$ cat src/rtl/sub_serial_16b_if.sv
// Operand/result bundle for the nibble-serial subtractor.
// master drives the request, slave returns status and results.
interface sub_serial_16b_if #(
  parameter int N = 16
);
  logic         start;
  logic [N-1:0] a;
  logic [N-1:0] b;
  logic         busy;
  logic         done;
  logic [N-1:0] diff;
  logic         borrow;
  logic         ofl;
  logic         zero;

  modport master (
    output start, a, b,
    input  busy, done, diff, borrow, ofl, zero
  );

  modport slave (
    input  start, a, b,
    output busy, done, diff, borrow, ofl, zero
  );
endinterface

$ cat src/rtl/sub_serial_16b.sv
// Nibble-serial a - b (a + ~b + 1) through a 4-bit CLA slice; done pulses N/4+1 cycles after start.
// No backpressure: start is only honoured in IDLE and ignored while RUN/DONE.
module sub_serial_16b #(
  parameter int N = 16
) (
  input logic            clk,
  input logic            rst,
  sub_serial_16b_if.slave bus
);

  localparam int NIB = N / 4;
  localparam int CW  = (NIB > 1) ? $clog2(NIB) : 1;
  localparam logic [CW-1:0] LAST = CW'(NIB - 1);

  typedef enum logic [1:0] {
    IDLE = 2'd0,
    RUN  = 2'd1,
    DONE = 2'd2
  } state_t;

  state_t       state_q;
  logic [CW-1:0] cnt_q;
  logic         carry_q;
  logic [N-1:0] a_q;
  logic [N-1:0] b_q;
  logic [N-1:0] diff_q;
  logic         borrow_q;
  logic         ofl_q;
  logic         zero_q;
  logic         busy_q;
  logic         done_q;

  logic [3:0]   nib_a;
  logic [3:0]   nib_b;
  logic [3:0]   gen;
  logic [3:0]   prop;
  logic [3:0]   cla_c;
  logic         cout_d;
  logic [3:0]   sum_d;
  logic [N-1:0] diff_d;

  // Slice sees the inverted subtrahend nibble; carry_q supplies the +1 on nibble 0.
  always_comb begin
    nib_a  = a_q[{cnt_q, 2'b00} +: 4];
    nib_b  = ~b_q[{cnt_q, 2'b00} +: 4];
    gen    = nib_a & nib_b;
    prop   = nib_a ^ nib_b;
    cla_c[0] = carry_q;
    cla_c[1] = gen[0] | (prop[0] & carry_q);
    cla_c[2] = gen[1] | (prop[1] & gen[0]) | (prop[1] & prop[0] & carry_q);
    cla_c[3] = gen[2] | (prop[2] & gen[1]) | (prop[2] & prop[1] & gen[0])
             | (prop[2] & prop[1] & prop[0] & carry_q);
    cout_d = gen[3] | (prop[3] & gen[2]) | (prop[3] & prop[2] & gen[1])
           | (prop[3] & prop[2] & prop[1] & gen[0])
           | (prop[3] & prop[2] & prop[1] & prop[0] & carry_q);
    sum_d  = prop ^ cla_c;
    diff_d = diff_q;
    diff_d[{cnt_q, 2'b00} +: 4] = sum_d;
  end

  always_ff @(posedge clk or posedge rst) begin
    if (rst) begin
      state_q  <= IDLE;
      cnt_q    <= '0;
      carry_q  <= 1'b0;
      a_q      <= '0;
      b_q      <= '0;
      diff_q   <= '0;
      borrow_q <= 1'b0;
      ofl_q    <= 1'b0;
      zero_q   <= 1'b0;
      busy_q   <= 1'b0;
      done_q   <= 1'b0;
    end else begin
      case (state_q)
        IDLE: begin
          done_q <= 1'b0;
          if (bus.start) begin
            a_q     <= bus.a;
            b_q     <= bus.b;
            carry_q <= 1'b1;
            cnt_q   <= '0;
            busy_q  <= 1'b1;
            state_q <= RUN;
          end
        end
        RUN: begin
          diff_q  <= diff_d;
          carry_q <= cout_d;
          cnt_q   <= cnt_q + CW'(1);
          if (cnt_q == LAST) begin
            state_q  <= DONE;
            busy_q   <= 1'b0;
            done_q   <= 1'b1;
            borrow_q <= ~cout_d;
            // Top nibble is being written now, so its MSB is the result sign.
            ofl_q    <= (a_q[N-1] ^ b_q[N-1]) & (sum_d[3] ^ a_q[N-1]);
            zero_q   <= (diff_d == '0);
          end
        end
        DONE: begin
          done_q  <= 1'b0;
          state_q <= IDLE;
        end
        default: begin
          state_q <= IDLE;
          busy_q  <= 1'b0;
          done_q  <= 1'b0;
        end
      endcase
    end
  end

  assign bus.busy   = busy_q;
  assign bus.done   = done_q;
  assign bus.diff   = diff_q;
  assign bus.borrow = borrow_q;
  assign bus.ofl    = ofl_q;
  assign bus.zero   = zero_q;

endmodule
$ cat src/flat_wrapper.sv
// flat-port wrapper written by rule: the top's interface ports become plain ports
module sub_serial_16b_flat 
#(
  parameter int N = 16
)
  (clk, rst, bus_start, bus_a, bus_b, bus_busy, bus_done, bus_diff, bus_borrow, bus_ofl, bus_zero);
  sub_serial_16b_if #(.N(N)) bus_i ();
  input logic clk;
  input logic rst;
  input wire logic [$bits(bus_i.start)-1:0] bus_start;
  input wire logic [$bits(bus_i.a)-1:0] bus_a;
  input wire logic [$bits(bus_i.b)-1:0] bus_b;
  output wire logic [$bits(bus_i.busy)-1:0] bus_busy;
  output wire logic [$bits(bus_i.done)-1:0] bus_done;
  output wire logic [$bits(bus_i.diff)-1:0] bus_diff;
  output wire logic [$bits(bus_i.borrow)-1:0] bus_borrow;
  output wire logic [$bits(bus_i.ofl)-1:0] bus_ofl;
  output wire logic [$bits(bus_i.zero)-1:0] bus_zero;
  assign bus_i.start = bus_start;
  assign bus_i.a = bus_a;
  assign bus_i.b = bus_b;
  assign bus_busy = bus_i.busy;
  assign bus_done = bus_i.done;
  assign bus_diff = bus_i.diff;
  assign bus_borrow = bus_i.borrow;
  assign bus_ofl = bus_i.ofl;
  assign bus_zero = bus_i.zero;
  sub_serial_16b #(.N(N)) u_core (.clk(clk), .rst(rst), .bus(bus_i));
endmodule
$ cat config.mk
export PLATFORM = sky130hd
export DESIGN_NAME = sub_serial_16b_flat
export DESIGN_NICKNAME = d
export VERILOG_FILES = /design/src/rtl/sub_serial_16b_if.sv /design/src/rtl/sub_serial_16b.sv /design/src/flat_wrapper.sv
export SDC_FILE = /design/constraint.sdc
export NUM_CORES = 1
export LEC_CHECK = 0
export CORE_ASPECT_RATIO = 0.5
export CORE_UTILIZATION = 46
export CTS_CLUSTER_DIAMETER = 30
export DETAILED_ROUTE_END_ITERATION = 12
export GPL_TIMING_DRIVEN = 0
export HOLD_SLACK_MARGIN = 0.15
export PLACE_DENSITY = 0.73
export SKIP_CTS_REPAIR_TIMING = 1
export SLEW_MARGIN = 20
export SYNTH_ARGS = -nofsm -noshare
export SYNTH_HDL_FRONTEND = slang
export SYNTH_SLANG_ARGS = --single-unit
$ cat constraint.sdc
create_clock -name clk -period 3.35 [get_ports clk]
set_input_delay 0.67 -clock clk [delete_from_list [all_inputs] [get_ports clk]]
set_output_delay 0.67 -clock clk [all_outputs]
set_load 0.01 [all_outputs]
# Word-level counts from Yosys, hierarchy flattened
# Index checks and enable logic that the tools add are counted.
[totals]
out_inout_bits = 21
wordCells = 77
regBits = 58
[classes]
addsub = 2
bitwise = 35
reduce_logical = 8
mux = 12
shifts = 4
eq_ne = 5
[ops]
columns = ["operator", "count"]
rows = [
  ["$shiftx 16x5->4", 2],
  ["$and 1x1->1", 17],
  ["$bwmux 16", 1],
  ["$logic_not 16->1", 1],
  ["$shift 4x6->16 const A", 1],
  ["$shiftx 4x6->16", 1],
  ["$or 1x1->1", 10],
  ["$pmux 2 s2", 2],
  ["$reduce_and 2->1", 4],
  ["$xor 4x4->4", 2],
  ["$mux 2", 3],
  ["$neg 4->6", 1],
  ["$and 4x4->4", 1],
  ["$eq 2x2->1 const B", 2],
  ["$mux 1", 4],
  ["$not 4->4", 1],
  ["$pmux 1 s3", 1],
  ["$reduce_and 3->1", 1],
  ["$add 2x1->2 const B", 1],
  ["$eq 2x1->1 const B", 1],
  ["$logic_not 2->1", 1],
  ["$ne 2x1->1 const B", 1],
  ["$ne 2x2->1 const B", 1],
  ["$not 1->1", 2],
  ["other kinds (3)", 4],
]

# Longest topological paths before layout
# Gate-level depths: netlist of run 1.
[depth]
word_depth = 11
mapped_depth = 9
ltp_nobuf = 8

# Worst setup path before layout of run 1
# OpenSTA, ideal clock, no wires.
[synth_timing]
path_kind = "flip-flop to flip-flop"
start = "reg u_core.cnt_q[0]"
end = "reg u_core.ofl_q, in the netlist u_core.bus.ofl"
synth_period_minus_slack_ns = 2.581
setup_time_ns = 0.082
path_slack_ns = 0.769
t_required_ns = 3.268
stages_incl_launch_ff = 10
arrival_time_ns = 2.499
n_path_buf = 2
path_cell_list = "dfrtp_1 > buf_4 > buf_2 > mux4_2 > ha_1 > a21o_1 > nand2_4 > nand3_2 > or3b_1 > a31oi_1"
[synth_via]
elab_chain_cells = 10
[synth_rtl]
columns = ["element", "line_no", "rtl"]
rows = [
  ["from (decl)", "sub_serial_16b.sv:22", "logic [CW-1:0] cnt_q;"],
  ["from (signal assigned)", "sub_serial_16b.sv:90", "cnt_q <= cnt_q + CW'(1);"],
  ["$shiftx 16x5->4", "sub_serial_16b.sv:45", "nib_b = ~b_q[{cnt_q, 2'b00} +: 4];"],
  ["$not 4->4", "sub_serial_16b.sv:45", ""],
  ["$xor 4x4->4 / $and 4x4->4 (equally long branches)", "sub_serial_16b.sv:47, sub_serial_16b.sv:46", ""],
  ["$and 1x1->1 (on tied branches)", "sub_serial_16b.sv:51, sub_serial_16b.sv:52", ""],
  ["$or 1x1->1, or another cell as far along", "sub_serial_16b.sv:51", "cla_c[3] = gen[2] | (prop[2] & gen[1]) | (prop[2] & prop[1] & gen[0])"],
  ["$or 1x1->1 / $and 1x1->1 (equally long branches)", "sub_serial_16b.sv:51, sub_serial_16b.sv:52", ""],
  ["$or 1x1->1", "sub_serial_16b.sv:52", "| (prop[2] & prop[1] & prop[0] & carry_q);"],
  ["$xor 4x4->4", "sub_serial_16b.sv:56", "sum_d = prop ^ cla_c;"],
  ["$xor 1x1->1", "sub_serial_16b.sv:97", "ofl_q <= (a_q[N-1] ^ b_q[N-1]) & (sum_d[3] ^ a_q[N-1]);"],
  ["$and 1x1->1", "sub_serial_16b.sv:97", ""],
  ["to (signal assigned)", "sub_serial_16b.sv:97", ""],
  ["to (decl)", "sub_serial_16b.sv:28", "logic ofl_q;"],
]
# Parallel ways exist; a longest one is shown, timed or not.
# A chain may end at the register's enable or synchronous reset.

# Worst setup path after layout of run 1
# Ends and elaborated chain as after synthesis.

==> impl_metrics.py, run 1 <==
metrics = {
    "outcome": {
        "status": "finished, final reports clean",
    },
    "critical_path": {
        "reg2reg_from": "u_core.cnt_q[0]",
        "cp_max_fo": 10,
        "start_kind": "flop",
        "crit_required_ns": 3.59,
        "r2r_end": "u_core.bus.ofl",
        "rrSetupSlack_ns": 0.35,
        "end_kind": "flop",
        "arrival_ns": 3.24,
        "path_class": "reg -> reg",
        "r2r_cells": 9,
    },
    "floorplan": {
        "die_h_um": 57.2,
        "fp.coreArea_um2": 5680,
        "io_pins": 56,
        "die_w_um": 112,
        "fp.dieArea_um2": 6440,
        "start_util_pct": 49.4,
        "num_rows": 19,
    },
    "clock_tree": {
        "clkTransAtPathRegs_ns": 0.06,
        "cts_buffer_depth": 2,
        "clock_latency_ns": 0.32,
        "ctsHtreeMaxLevel": 3,
        "cts_tree": "built",
        "numCtsBuffers": 9,
        "cts.sinks": 58,
        "cts_root_buf": "clkbuf_16",
    },
    "logic_synthesis": {
        "synth_enable_flop_cells": 0,
        "synth_top_area_cell": "dfrtp_1",
        "synth_area_um2": 2810,
        "synth_area_per_cell_um2": 12.2,
        "yosysMostFrequentCell": "dfrtp_1",
        "synth.top_cell.area_share_pct": 51.7,
        "synthCells": 230,
        "synth_warnings": 0,
        "yosysUniqueCellTypes": 39,
        "synth-seq-cells": 58,
        "yosys-top-cells-area": "dfrtp_1, mux2_2, mux4_2",
        "synth_ff_type": "dfrtp_1",
        "async_reset_ff_share_pct": 100,
        "synthesis.nets": 277,
        "synth_seq_area_share_pct": 51.7,
        "ys_top_cells_by_count": "dfrtp_1, mux2_2, nand2_1",
    },
    "min_path": {
        "whs_endpoint": "u_core.a_q[1]",
        "holdPathStages": 1,
        "holdCritPathClass": "reg -> reg",
        "hold_path.startpoint": "u_core.a_q[1]",
    },
    "sta": {
        "finalSetupTns_ns": 0,
        "finalSetupViolCount": 0,
        "fin_worst_skew_ns": 0.00742,
        "worst_pin_slew_ns": 0.706,
        "fin_crit_sh_pct": 89.7,
        "fmax_mhz": 333,
        "hold_viol": 0,
        "slew_viol_final": 0,
        "finalWorstSetupSlack_ns": 0.347,
        "slew_headroom_pct": 53.0,
        "period_minus_slack_ns": 3.00,
        "rsz0062_at_grt": "no",
    },
    "drt": {
        "vias_per_cell": 5.51,
        "drtAntennaViolNets": 0,
        "drt_iter0_markers": 149,
        "post_drt_wl_per_cell_um": 16.5,
        "drc": 0,
        "firstDrtPassIters": 4,
        "routed_wl_um": 6190,
        "route.vias.total": 2059,
    },
    "layout": {
        "n_fill_cell": 455,
        "finalNetCount": 343,
        "multi_input_area_um2": 1250,
        "drive_above_1_share_pct": 22.9,
        "synthToLayoutAreaGrowth_pct": 35.5,
        "final_area_um2": 3800,
        "regArea_um2": 1450,
        "final_util_pct": 66.9,
        "antenna_cells": 0,
    },
    "pwr": {
        "p_int_mw": 2.78,
        "ir_drop_mv": 0.613,
        "p_total_mw": 4.54,
        "switchingPower_mw": 1.76,
        "swShare_pct": 38.8,
        "powerDensity_nw_per_um2": 1190,
        "combPwrFrac_pct": 49.8,
        "p_leak_nw": 1.65,
        "p_seq_share_pct": 26.5,
        "clkPwrFrac_pct": 23.6,
    },
    "placed_design": {
        "hpwl_um": 4250,
        "dpl_cell_area_um2": 3450,
        "gp_congestion": 0.826,
        "preCtsSetupSlack_ns": 0.396,
        "io_buffer_count": 55,
    },
    "grt": {
        "grt_max_degree": 59,
        "grt_overflow_total": 0,
        "antenna_found_initial": 0,
        "grt_usage_pct": 21.5,
        "grt_pass1_wl_um": 10400,
        "grt_pass1_vias": 2092,
    },
    "flow_run": {
        "cap_violations": 0,
    },
}
## critical path, stage by stage, from the launching register on
cell and delay [ns]:
dfrtp_1 0.40, buf_4 0.22, buf_2 0.30, mux4_2 0.56, ha_1 0.37, a21o_1 0.21
nand2_4 0.08, nand3_2 0.19, or3b_1 0.39, a31oi_1 0.18
## flip-flops by register name, indices dropped and copies added, names as in the netlist
signal	cells
u_core.bus.busy	1
u_core.bus.zero	1
u_core.bus.done	1
u_core.bus.borrow	1
u_core.carry_q	1
u_core.state_q	2
u_core.a_q	16
u_core.cnt_q	2
u_core.bus.diff	16
u_core.bus.ofl	1
u_core.b_q	16
## power by group through the flow
stage	Sequential [mW]	Combinational (mW)	Clock [mW]
2_1_floorplan	1.20	1.54	0
3_3_place_gp	1.19	2.14	0
3_5_place_dp	1.22	2.21	0
4_1_cts	1.21	2.24	1.09
5_1_grt	1.25	2.46	1.11
6_report	1.21	2.26	1.07
## layout by cell type, fill, tap and decap left out, types with 2 or more instances in the layout
master	Yosys	routed
clkbuf_16	0	9
ha_1	11	11
nor2b_1	3	3
buf_2	2	2
nand3b_1	3	3
buf_4	4	4
dfrtp_1	58	58
nor3_1	3	3
o21ai_1	6	6
nand2_4	2	2
a21o_1	2	2
o31ai_1	4	4
nor4_1	4	4
clkbuf_1	2	2
nor2_1	9	9
bufinv_16	0	3
xor2_1	2	2
clkinvlp_4	0	2
inv_1	10	9
o22ai_1	2	2
mux4_2	8	8
a21oi_1	4	4
o21ai_0	13	13
clkdlybuf4s50_1	0	55
nand4_1	2	2
nand2_1	28	28
a31oi_1	2	2
mux2_2	31	31
## area by class of cell
cell class | count | area share (%)
buffer | 9 | 1.55
timing repair buffer | 55 | 14.5
clock inverter | 6 | 2.99
tap | 73 | 2.40
sequential | 58 | 38.2
multi-input combinational | 152 | 33.0
inverter | 11 | 1.15
clock buffer | 10 | 6.28
## stage by stage
stage / hold WS, ns / cells
after detailed placement: 0.492 / 358
after floorplan: 0.453 / 230
after CTS: 0.503 / 374
final: 0.498 / 374
after global placement: 0.466 / 358
after global routing: 0.514 / 374
## worst max-delay path by stage
stage	startpoint	to	depth (start not counted)
finish	u_core.cnt_q[0]	u_core.bus.ofl	9
global route	u_core.cnt_q[0]	u_core.bus.ofl	9
CTS	u_core.cnt_q[0]	u_core.bus.ofl	9
detailed placement	u_core.cnt_q[0]	u_core.bus.ofl	9
global placement	rst	u_core.a_q[10]	2
floorplan	u_core.cnt_q[0]	u_core.bus.ofl	9
## routing by layer
layer	track usage, %	vias up	part of all wire (%)
li1	-	957	-
met1	27.1	1042	46
met2	35.9	53	49
met3	6.27	7	4.2
met4	8.57	0	0.86
met5	0	-	0
## cells by family (layout without fill, tap and decap cells)
| family | count (synthesis) | count (layout) | synth area share, % |
|---|---|---|---|
| AO/OA/AOI/OAI | 37 | 37 | 7.80 |
| flip-flops | 58 | 58 | 51.7 |
| buffers and inverters | 20 | 91 | 3.57 |
| multiplexers | 41 | 41 | 19.6 |
| XOR/XNOR | 2 | 2 | 0.624 |
| AND/OR/NAND/NOR | 60 | 60 | 11.1 |
| adder cells (fa/ha/maj) | 12 | 12 | 5.62 |
Note: power is estimated with default switching activity, not from simulation.
==> run 2, diff against run 1 <==
--- a/config.mk
+++ b/config.mk
@@ -6,12 +6,12 @@
 export NUM_CORES = 1
 export LEC_CHECK = 0
 export CORE_ASPECT_RATIO = 0.5
-export CORE_UTILIZATION = 46
+export CORE_UTILIZATION = 51
 export CTS_CLUSTER_DIAMETER = 30
 export DETAILED_ROUTE_END_ITERATION = 12
 export GPL_TIMING_DRIVEN = 0
 export HOLD_SLACK_MARGIN = 0.15
-export PLACE_DENSITY = 0.73
+export PLACE_DENSITY = 0.79
 export SKIP_CTS_REPAIR_TIMING = 1
 export SLEW_MARGIN = 20
 export SYNTH_ARGS = -nofsm -noshare
==> constraint.sdc (replaced) <==
create_clock -name clk -period 3.35 [get_ports clk]
set_input_delay 0.67 -clock clk [delete_from_list [all_inputs] [get_ports clk]]
set_output_delay 0.67 -clock clk [all_outputs]
set_load 0.005 [all_outputs]
==> run 2 against run 1 <==
Compared with the run above: fmax rose by 0.75%; routed wire length shrank 4.8%; critical endpoint unchanged; setup slack gained 0.022 ns; flip-flop and latch count stayed put; register-to-register slack improved by 0.02 ns; cell area is 4.2% lower; combinational power down 2%.
==> impl_metrics.py, run 2 (synthesis results as in run 1) <==
metrics = {
    "drt": {
        "vias_per_cell": 5.41,
        "routed_wl_um": 5890,
        "drc": 0,
        "drtAntennaViolNets": 0,
        "post_drt_wl_per_cell_um": 15.9,
        "route.vias.total": 2008,
        "firstDrtPassIters": 5,
        "drt_iter0_markers": 81,
    },
    "clock_tree": {
        "cts.sinks": 58,
        "clkTransAtPathRegs_ns": 0.06,
        "cts_buffer_depth": 2,
        "ctsHtreeMaxLevel": 3,
        "numCtsBuffers": 9,
        "cts_tree": "built",
        "clock_latency_ns": 0.34,
        "cts_root_buf": "clkbuf_8",
    },
    "floorplan": {
        "fp.coreArea_um2": 5110,
        "start_util_pct": 54.9,
        "io_pins": 56,
        "die_w_um": 107,
        "num_rows": 18,
        "die_h_um": 54.5,
        "fp.dieArea_um2": 5820,
    },
    "critical_path": {
        "slowest_stage": "mux4_2",
        "path_cells": "buf_4 -> buf_2 -> mux4_2 -> ha_1 -> a21o_1 -> nand2_4 -> nand3_2 -> or3b_1 -> a31oi_1",
        "path_class": "reg -> reg",
        "arrival_ns": 3.24,
        "startpoint": "u_core.cnt_q[0]",
        "cp_max_fo": 10,
        "cpPeakStageDelay_ns": 0.56,
        "end_kind": "flop",
        "start_kind": "flop",
        "crit_required_ns": 3.61,
        "reg2reg_from": "u_core.cnt_q[0]",
    },
    "placed_design": {
        "hpwl_um": 4260,
        "dpl_cell_area_um2": 3450,
        "gp_congestion": 0.859,
        "io_buffer_count": 55,
        "dp_cells": 355,
    },
    "outcome": {
        "status": "finished, final reports clean",
    },
    "sta": {
        "finalSetupTns_ns": 0,
        "slew_headroom_pct": 53.8,
        "slew_viol_final": 0,
        "period_minus_slack_ns": 2.98,
        "fmax_mhz": 335,
        "worst_pin_slew_ns": 0.693,
        "finalSetupViolCount": 0,
        "hold_viol": 0,
        "rsz0062_at_grt": "no",
        "fin_crit_sh_pct": 89.0,
        "fin_worst_skew_ns": 0.00736,
    },
    "grt": {
        "grt_pass1_vias": 1972,
        "grt_overflow_total": 0,
        "grt_max_degree": 59,
        "grt_pass1_wl_um": 9490,
        "grt_usage_pct": 23.0,
        "antenna_found_initial": 0,
    },
    "flow_run": {
        "cap_violations": 0,
    },
    "layout": {
        "instances_no_fill": 371,
        "drive_above_1_share_pct": 21.9,
        "synthToLayoutAreaGrowth_pct": 29.9,
        "mostFrequentLayoutCell": "dfrtp_1",
        "final_cell_mix": "dfrtp_1, clkdlybuf4s50_1, mux2_2",
        "finalNetCount": 343,
        "final_area_um2": 3640,
        "antenna_cells": 0,
    },
    "pwr": {
        "p_leak_nw": 1.58,
        "combPwrFrac_pct": 54.6,
        "switchingPower_mw": 1.65,
        "p_int_mw": 2.41,
        "swShare_pct": 40.6,
        "clkPwrFrac_pct": 15.8,
        "ir_drop_mv": 0.641,
        "p_seq_share_pct": 29.6,
        "p_total_mw": 4.07,
        "powerDensity_nw_per_um2": 1120,
    },
    "min_path": {
        "holdCritPathClass": "reg -> reg",
        "hold_path.startpoint": "u_core.a_q[1]",
    },
}
## run 2: cell count changes in the layout (fill, tap and decap cells not counted), sizes merged
cell and delta:
clkbuf +4, clkinvlp -2, bufinv -2
## run 2: worst paths after layout
check,end,slack (ns),depth (start not counted)
setup / recovery,u_core.bus.ofl,0.37,9
hold / removal,u_core.a_q[1],0.49,1
setup reg to reg,u_core.bus.ofl,0.37,9
hold reg to reg,u_core.a_q[1],0.49,1
max in group asynchronous,u_core.a_q[1],2.09,2
min in group asynchronous,u_core.b_q[0],0.80,2
## run 2: per-stage QoR
stage | setup slack [ns] | utilization, % | hold slack, ns
CTS | 0.392 | 71.3 | 0.489
detailed placement | 0.420 | 67.4 | 0.475
finish | 0.369 | 71.3 | 0.488
global route | 0.233 | 71.3 | 0.516
global placement | 0.351 | 67.4 | 0.466
floorplan | 0.769 | - | 0.453
## run 2: critical path, delay by kind of cell (launching register included)
kind | cells | cell delay [ns]
flip-flops | 1 | 0.40
adder cells (fa/ha/maj) | 1 | 0.37
AO/OA/AOI/OAI | 2 | 0.37
buffers and inverters | 2 | 0.52
AND/OR/NAND/NOR | 3 | 0.68
multiplexers | 1 | 0.56
## run 2: power by group through the flow
stage          Combinational [mW]  Clock, mW  Sequential, mW
6_report                     2.22      0.643            1.20
3_5_place_dp                 2.18          0            1.21
4_1_cts                      2.20      0.653            1.20
2_1_floorplan                1.54          0            1.17
3_3_place_gp                 2.10          0            1.19
5_1_grt                      2.42      0.691            1.25
## run 2: routing by layer
layer	share of wire (%)	GRT usage [%]
met4	1.7	11.4
met1	43	28.4
met5	0	0
met3	6.5	7.38
met2	49	37.8
## run 2: cell type report
type | count | area, µm²
multi-input combinational | 152 | 1250
timing repair buffer | 55 | 551
inverter | 11 | 43.8
tap | 70 | 87.6
buffer | 9 | 58.8
clock buffer | 14 | 163
clock inverter | 2 | 35.0
fill | 359 | 1470
sequential | 58 | 1450
